`src/rtl/press_counter_hex.sv`:
```
`default_nettype none
// +----------------------------------------------------------------------------+
// | press_counter_hex                                                          |
// | Debounced inc/dec buttons drive an 8-bit wrapping count shown as two hex   |
// | nibbles.                                                                   |
// | Rev 1.0                                                                    |
// +----------------------------------------------------------------------------+
module press_counter_hex #(
    parameter int DEBOUNCE_LIMIT = 250000
) (
    input  logic       i_Clk,
    input  logic       i_Rst,
    input  logic       i_Switch_Inc,
    input  logic       i_Switch_Dec,
    output logic [3:0] o_Upper_Nibble,
    output logic [3:0] o_Lower_Nibble,
    output logic       o_Count_Changed
);

    localparam logic [19:0] c_LIMIT_M1 = 20'(DEBOUNCE_LIMIT - 1);

    logic [1:0] w_raw;
    logic [1:0] w_event;
    logic [7:0] r_count;
    logic       r_changed;
    logic [7:0] w_count_next;
    logic       w_modified;

    // Bit 0 is the increment button, bit 1 the decrement button.
    assign w_raw = {i_Switch_Dec, i_Switch_Inc};

    for (genvar g = 0; g < 2; g++) begin : g_sw
        logic        r_s1;
        logic        r_s2;
        logic        r_stable;
        logic        r_stable_d;
        logic        r_event;
        logic [19:0] r_db_cnt;

        always_ff @(posedge i_Clk) begin
            if (i_Rst) begin
                r_s1       <= 1'b0;
                r_s2       <= 1'b0;
                r_stable   <= 1'b0;
                r_stable_d <= 1'b0;
                r_event    <= 1'b0;
                r_db_cnt   <= 20'd0;
            end else begin
                r_s1       <= w_raw[g];
                r_s2       <= r_s1;
                r_stable_d <= r_stable;
                r_event    <= r_stable & ~r_stable_d;
                // Any cycle agreeing with the stable level restarts the run.
                if (r_s2 == r_stable) begin
                    r_db_cnt <= 20'd0;
                end else if (r_db_cnt == c_LIMIT_M1) begin
                    r_stable <= r_s2;
                    r_db_cnt <= 20'd0;
                end else begin
                    r_db_cnt <= r_db_cnt + 20'd1;
                end
            end
        end

        assign w_event[g] = r_event;
    end

    always_comb begin
        w_count_next = r_count;
        w_modified   = 1'b0;
        case (w_event)
            2'b01: begin
                w_count_next = r_count + 8'd1;
                w_modified   = 1'b1;
            end
            2'b10: begin
                w_count_next = r_count - 8'd1;
                w_modified   = 1'b1;
            end
            default: begin
                w_count_next = r_count;
                w_modified   = 1'b0;
            end
        endcase
    end

    always_ff @(posedge i_Clk) begin
        if (i_Rst) begin
            r_count   <= 8'd0;
            r_changed <= 1'b0;
        end else begin
            r_count   <= w_count_next;
            r_changed <= w_modified;
        end
    end

    assign o_Upper_Nibble  = r_count[7:4];
    assign o_Lower_Nibble  = r_count[3:0];
    assign o_Count_Changed = r_changed;

endmodule
`default_nettype wire
```
`config.mk`:
```
export PLATFORM = sky130hd
export DESIGN_NAME = press_counter_hex
export DESIGN_NICKNAME = d
export VERILOG_FILES = /design/src/rtl/press_counter_hex.sv
export SDC_FILE = /design/constraint.sdc
export NUM_CORES = 1
export LEC_CHECK = 0
export BUFFER_PORTS_ARGS = -buffer_cell sky130_fd_sc_hd__buf_4
export CAP_MARGIN = 20
export CORE_AREA = 2 2 78 99
export CTS_BUF_LIST = sky130_fd_sc_hd__clkbuf_8
export CTS_CLUSTER_SIZE = 25
export DETAILED_ROUTE_END_ITERATION = 10
export DIE_AREA = 0 0 80 101
export GPL_TIMING_DRIVEN = 0
export HOLD_SLACK_MARGIN = 0.06
export PLACE_DENSITY = 0.58
export SLEW_MARGIN = 25
export SYNTH_ARGS = -nofsm -noshare
export SYNTH_HDL_FRONTEND = slang
export SYNTH_SLANG_ARGS = --single-unit
```
`constraint.sdc`:
```
create_clock -name i_Clk -period 2.1 [get_ports i_Clk]
set_input_delay 0.42 -clock i_Clk [delete_from_list [all_inputs] [get_ports i_Clk]]
set_output_delay 0.42 -clock i_Clk [all_outputs]
set_load 0.02 [all_outputs]
```
==> results.cfg <==
[outcome]
outcome = completed

[timing]
setup_viol_count_final = 0
timing.final.max_slew_violations = 0
fin_worst_skew_ns = 0.0110
finalCritPeriodShare_pct = 96.7
max_slew.worst_pin.slew_ns = 0.530
minimum_clock_period_ns = 2.03
rsz0062_at_grt = true
finalHoldWorstSlack_ns = 0.299
final_hold_violating_endpoints = 0
max_freq_ghz = 0.492
setup-tns-final_ns = 0
maxSlewHeadroom_pct = 64.7

[yosys]
ys_warn_count = 0
yosysSeqAreaShare_pct = 42.1
yosys_most_used_dff = sky130_fd_sc_hd__dfxtp_1
synth_enable_flop_cells = 0
syn-num-nets = 329
cells_taking_the_most_area_after_synthesis = sky130_fd_sc_hd__dfxtp_1, sky130_fd_sc_hd__xor2_1, sky130_fd_sc_hd__nor2_1, sky130_fd_sc_hd__xnor2_1, sky130_fd_sc_hd__nor2b_1
post_synthesis_async_set_or_reset_flop_share_pct = 0
post_synth_instance_area_um2 = 2810
synthDominantCellAreaShare_pct = 42.1
synth_seq_cells = 59
syn-instance-count = 320
synth_cell_type_count = 47
avgSynthCellArea_um2 = 8.77
synth_top_cell_by_area = sky130_fd_sc_hd__dfxtp_1

[die]
fp-row-count = 35
vertical_die_dimension_um = 101
placeableCoreArea_um2 = 7180
fp.dieArea_um2 = 8080
pin_count = 13
initial_utilization_pct = 39.1
die-width_um = 80

[clock_network]
clock_sinks = 59
clk_path_buf_depth = 2
cts-buffers-inserted = 9
cts_hold_buffers = 0
clkSlewWorstSetupHoldPaths_ns = 0.07
insertion_delay_to_the_later_sink_of_the_worst_skew_pair_ns = 0.34
cts_root_buf = sky130_fd_sc_hd__clkbuf_8
h-tree-depth = 3
cts_tree = done

[routing]
routed_wirelength_mm = 5.42
route.vias.total = 2241
routedWlPerCell_um = 12.2
drtPass1Iterations = 4
drt-vias-per-instance = 5.04
antenna_violating_nets_post_route = 0
post-route-drc-count = 0
first_drt_iteration_drcs = 129

[global_routing]
global_route.usage.met3_pct = 4.30
grt_max_degree = 11
busiest_layer = met2
met2_usage_pct = 25.1
grt_pass1_vias = 2130
grtUsageMet1_pct = 18.2
groute.usage.overall_pct = 15.2
grt_remaining_overflow = 0
grt_first_pass_wirelength_mm = 9.72
antenna_found_initial = 0

[worst_setup_path]
endpoint_kind = flip-flop
worst-endpoint-arrival_ns = 2.25
cp.required_ns = 2.32
path_class = flip-flop to flip-flop
critical_path.startpoint_type = flip-flop
timing.critical_path.fanout_max = 2

[cells_and_area]
postLayoutCoreUtil_pct = 47.0
layout.nets = 357
layout_area_overhead_pct = 20.3
drive_above_1_share_pct = 15.6
antenna-diode-count = 0

[min_path]
worst_hold_path_type = input port to flip-flop

[power]
ir_worst_vdd_uv = 409
pwr_density_nw_per_um2 = 711
p_leak_nw = 1.22

[run]
maxCapViolCount = 0

[placed_design]
finalWeightedCongestion = 0.787
dp_hpwl_mm = 3.74
io_buffers = 11
==> metal layers <==
metal	wire [um]	vias up
met5	0	-
met3	162	11
met2	2660	28
met1	2490	1056
met4	108	0
li1	-	1146
==> through the flow <==
step                      power, mW  instance area [um^2]  instances  setup slack (ns)
after global placement         1.24                  3050        423            -0.247
after CTS                      2.42                  3350        444            -0.111
after floorplan                1.21                  2850        320           -0.0320
final                          2.40                  3380        445            0.0693
after global routing           2.48                  3380        445           -0.0349
after detailed placement       1.24                  3050        423            -0.272
==> final cells by class <==
| type | instances | area, um^2 |
|---|---|---|
| Fill cell | 733 | 3800 |
| Multi-Input combinational cell | 238 | 1590 |
| Sequential cell | 59 | 1180 |
| Clock buffer | 11 | 151 |
| Timing Repair Buffer | 18 | 139 |
| Tap cell | 92 | 115 |
| Buffer | 15 | 93.8 |
| Clock inverter | 5 | 76.3 |
| Inverter | 7 | 26.3 |
==> critical path, stage by stage (launching register included) <==
cell and delay, ns:
sky130_fd_sc_hd__dfxtp_2 0.32, sky130_fd_sc_hd__inv_2 0.04, sky130_fd_sc_hd__ha_4 0.16, sky130_fd_sc_hd__clkbuf_16 0.14, sky130_fd_sc_hd__xor2_1 0.14, sky130_fd_sc_hd__ha_2 0.22
sky130_fd_sc_hd__o22ai_2 0.08, sky130_fd_sc_hd__nor4_4 0.30, sky130_fd_sc_hd__buf_4 0.20, sky130_fd_sc_hd__a31oi_4 0.10, sky130_fd_sc_hd__nand4b_1 0.12, sky130_fd_sc_hd__o211ai_1 0.08
==> state kept, by name, summed over array words and instances, names as in the netlist <==
register / cells
g_sw.r_event: 2
g_sw.r_s2: 2
g_sw.r_db_cnt: 40
g_sw.r_stable_d: 2
o_Count_Changed: 1
g_sw.r_stable: 2
r_count: 8
g_sw.r_s1: 2
==> power by group <==
part	switching [mW]	total, mW	internal [mW]
combinational	0.0470	0.0791	0.0321
clock	0.456	1.18	0.727
sequential	0.0102	1.14	1.13
==> placed cells by master, fill, tap and decap left out, drive strengths merged, types with 8 or more instances in the layout <==
| cell | n |
|---|---|
| nand3 | 14 |
| nor2 | 55 |
| xor2 | 24 |
| nand2 | 18 |
| inv | 8 |
| nor2b | 13 |
| clkbuf | 22 |
| nand4 | 10 |
| and3 | 8 |
| xnor2 | 20 |
| dfxtp | 59 |
| buf | 22 |
==> cells in the mapped netlist (5+ instances only) <==
cell type / n
sky130_fd_sc_hd__clkbuf_1: 11
sky130_fd_sc_hd__nor2b_1: 13
sky130_fd_sc_hd__nand2_1: 18
sky130_fd_sc_hd__xnor2_1: 20
sky130_fd_sc_hd__nor4_1: 6
sky130_fd_sc_hd__inv_1: 7
sky130_fd_sc_hd__xor2_1: 24
sky130_fd_sc_hd__nand3_1: 14
sky130_fd_sc_hd__nor3_1: 6
sky130_fd_sc_hd__nor2_1: 55
sky130_fd_sc_hd__dfxtp_1: 59
sky130_fd_sc_hd__ha_1: 5
sky130_fd_sc_hd__and4_1: 5
sky130_fd_sc_hd__and3_1: 8
sky130_fd_sc_hd__nand4_1: 10
==> path summary, 6_finish.rpt <==
path	cells after the start	slack [ns]	end	startpoint
max reg2reg	11	0.07	r_count[6]	g_sw[0].r_event
min reg2reg	1	0.39	g_sw[0].r_event	g_sw[0].r_stable_d
min	2	0.30	g_sw[0].r_s1	i_Switch_Inc
max	11	0.07	r_count[6]	g_sw[0].r_event
==> cell families after synthesis <==
logic type,share of synthesized area [%]
and+or+nand+nor,32.2
DFF,42.1
xor gates and xnor gates,13.7
buffers and inverters,3.70
AOI/OAI and AO/OA,4.23
muxes,1.83
adders and majority gates,2.23
==> what timing repair did <==
action                                 CTS  global route
pin swaps                                3             5
setup endpoints to repair                2             3
buffers inserted                         5             2
endpoints found under the hold margin    0             0
gates resized for setup                  7             9
No activity file was read; power rests on OpenSTA's default activity.
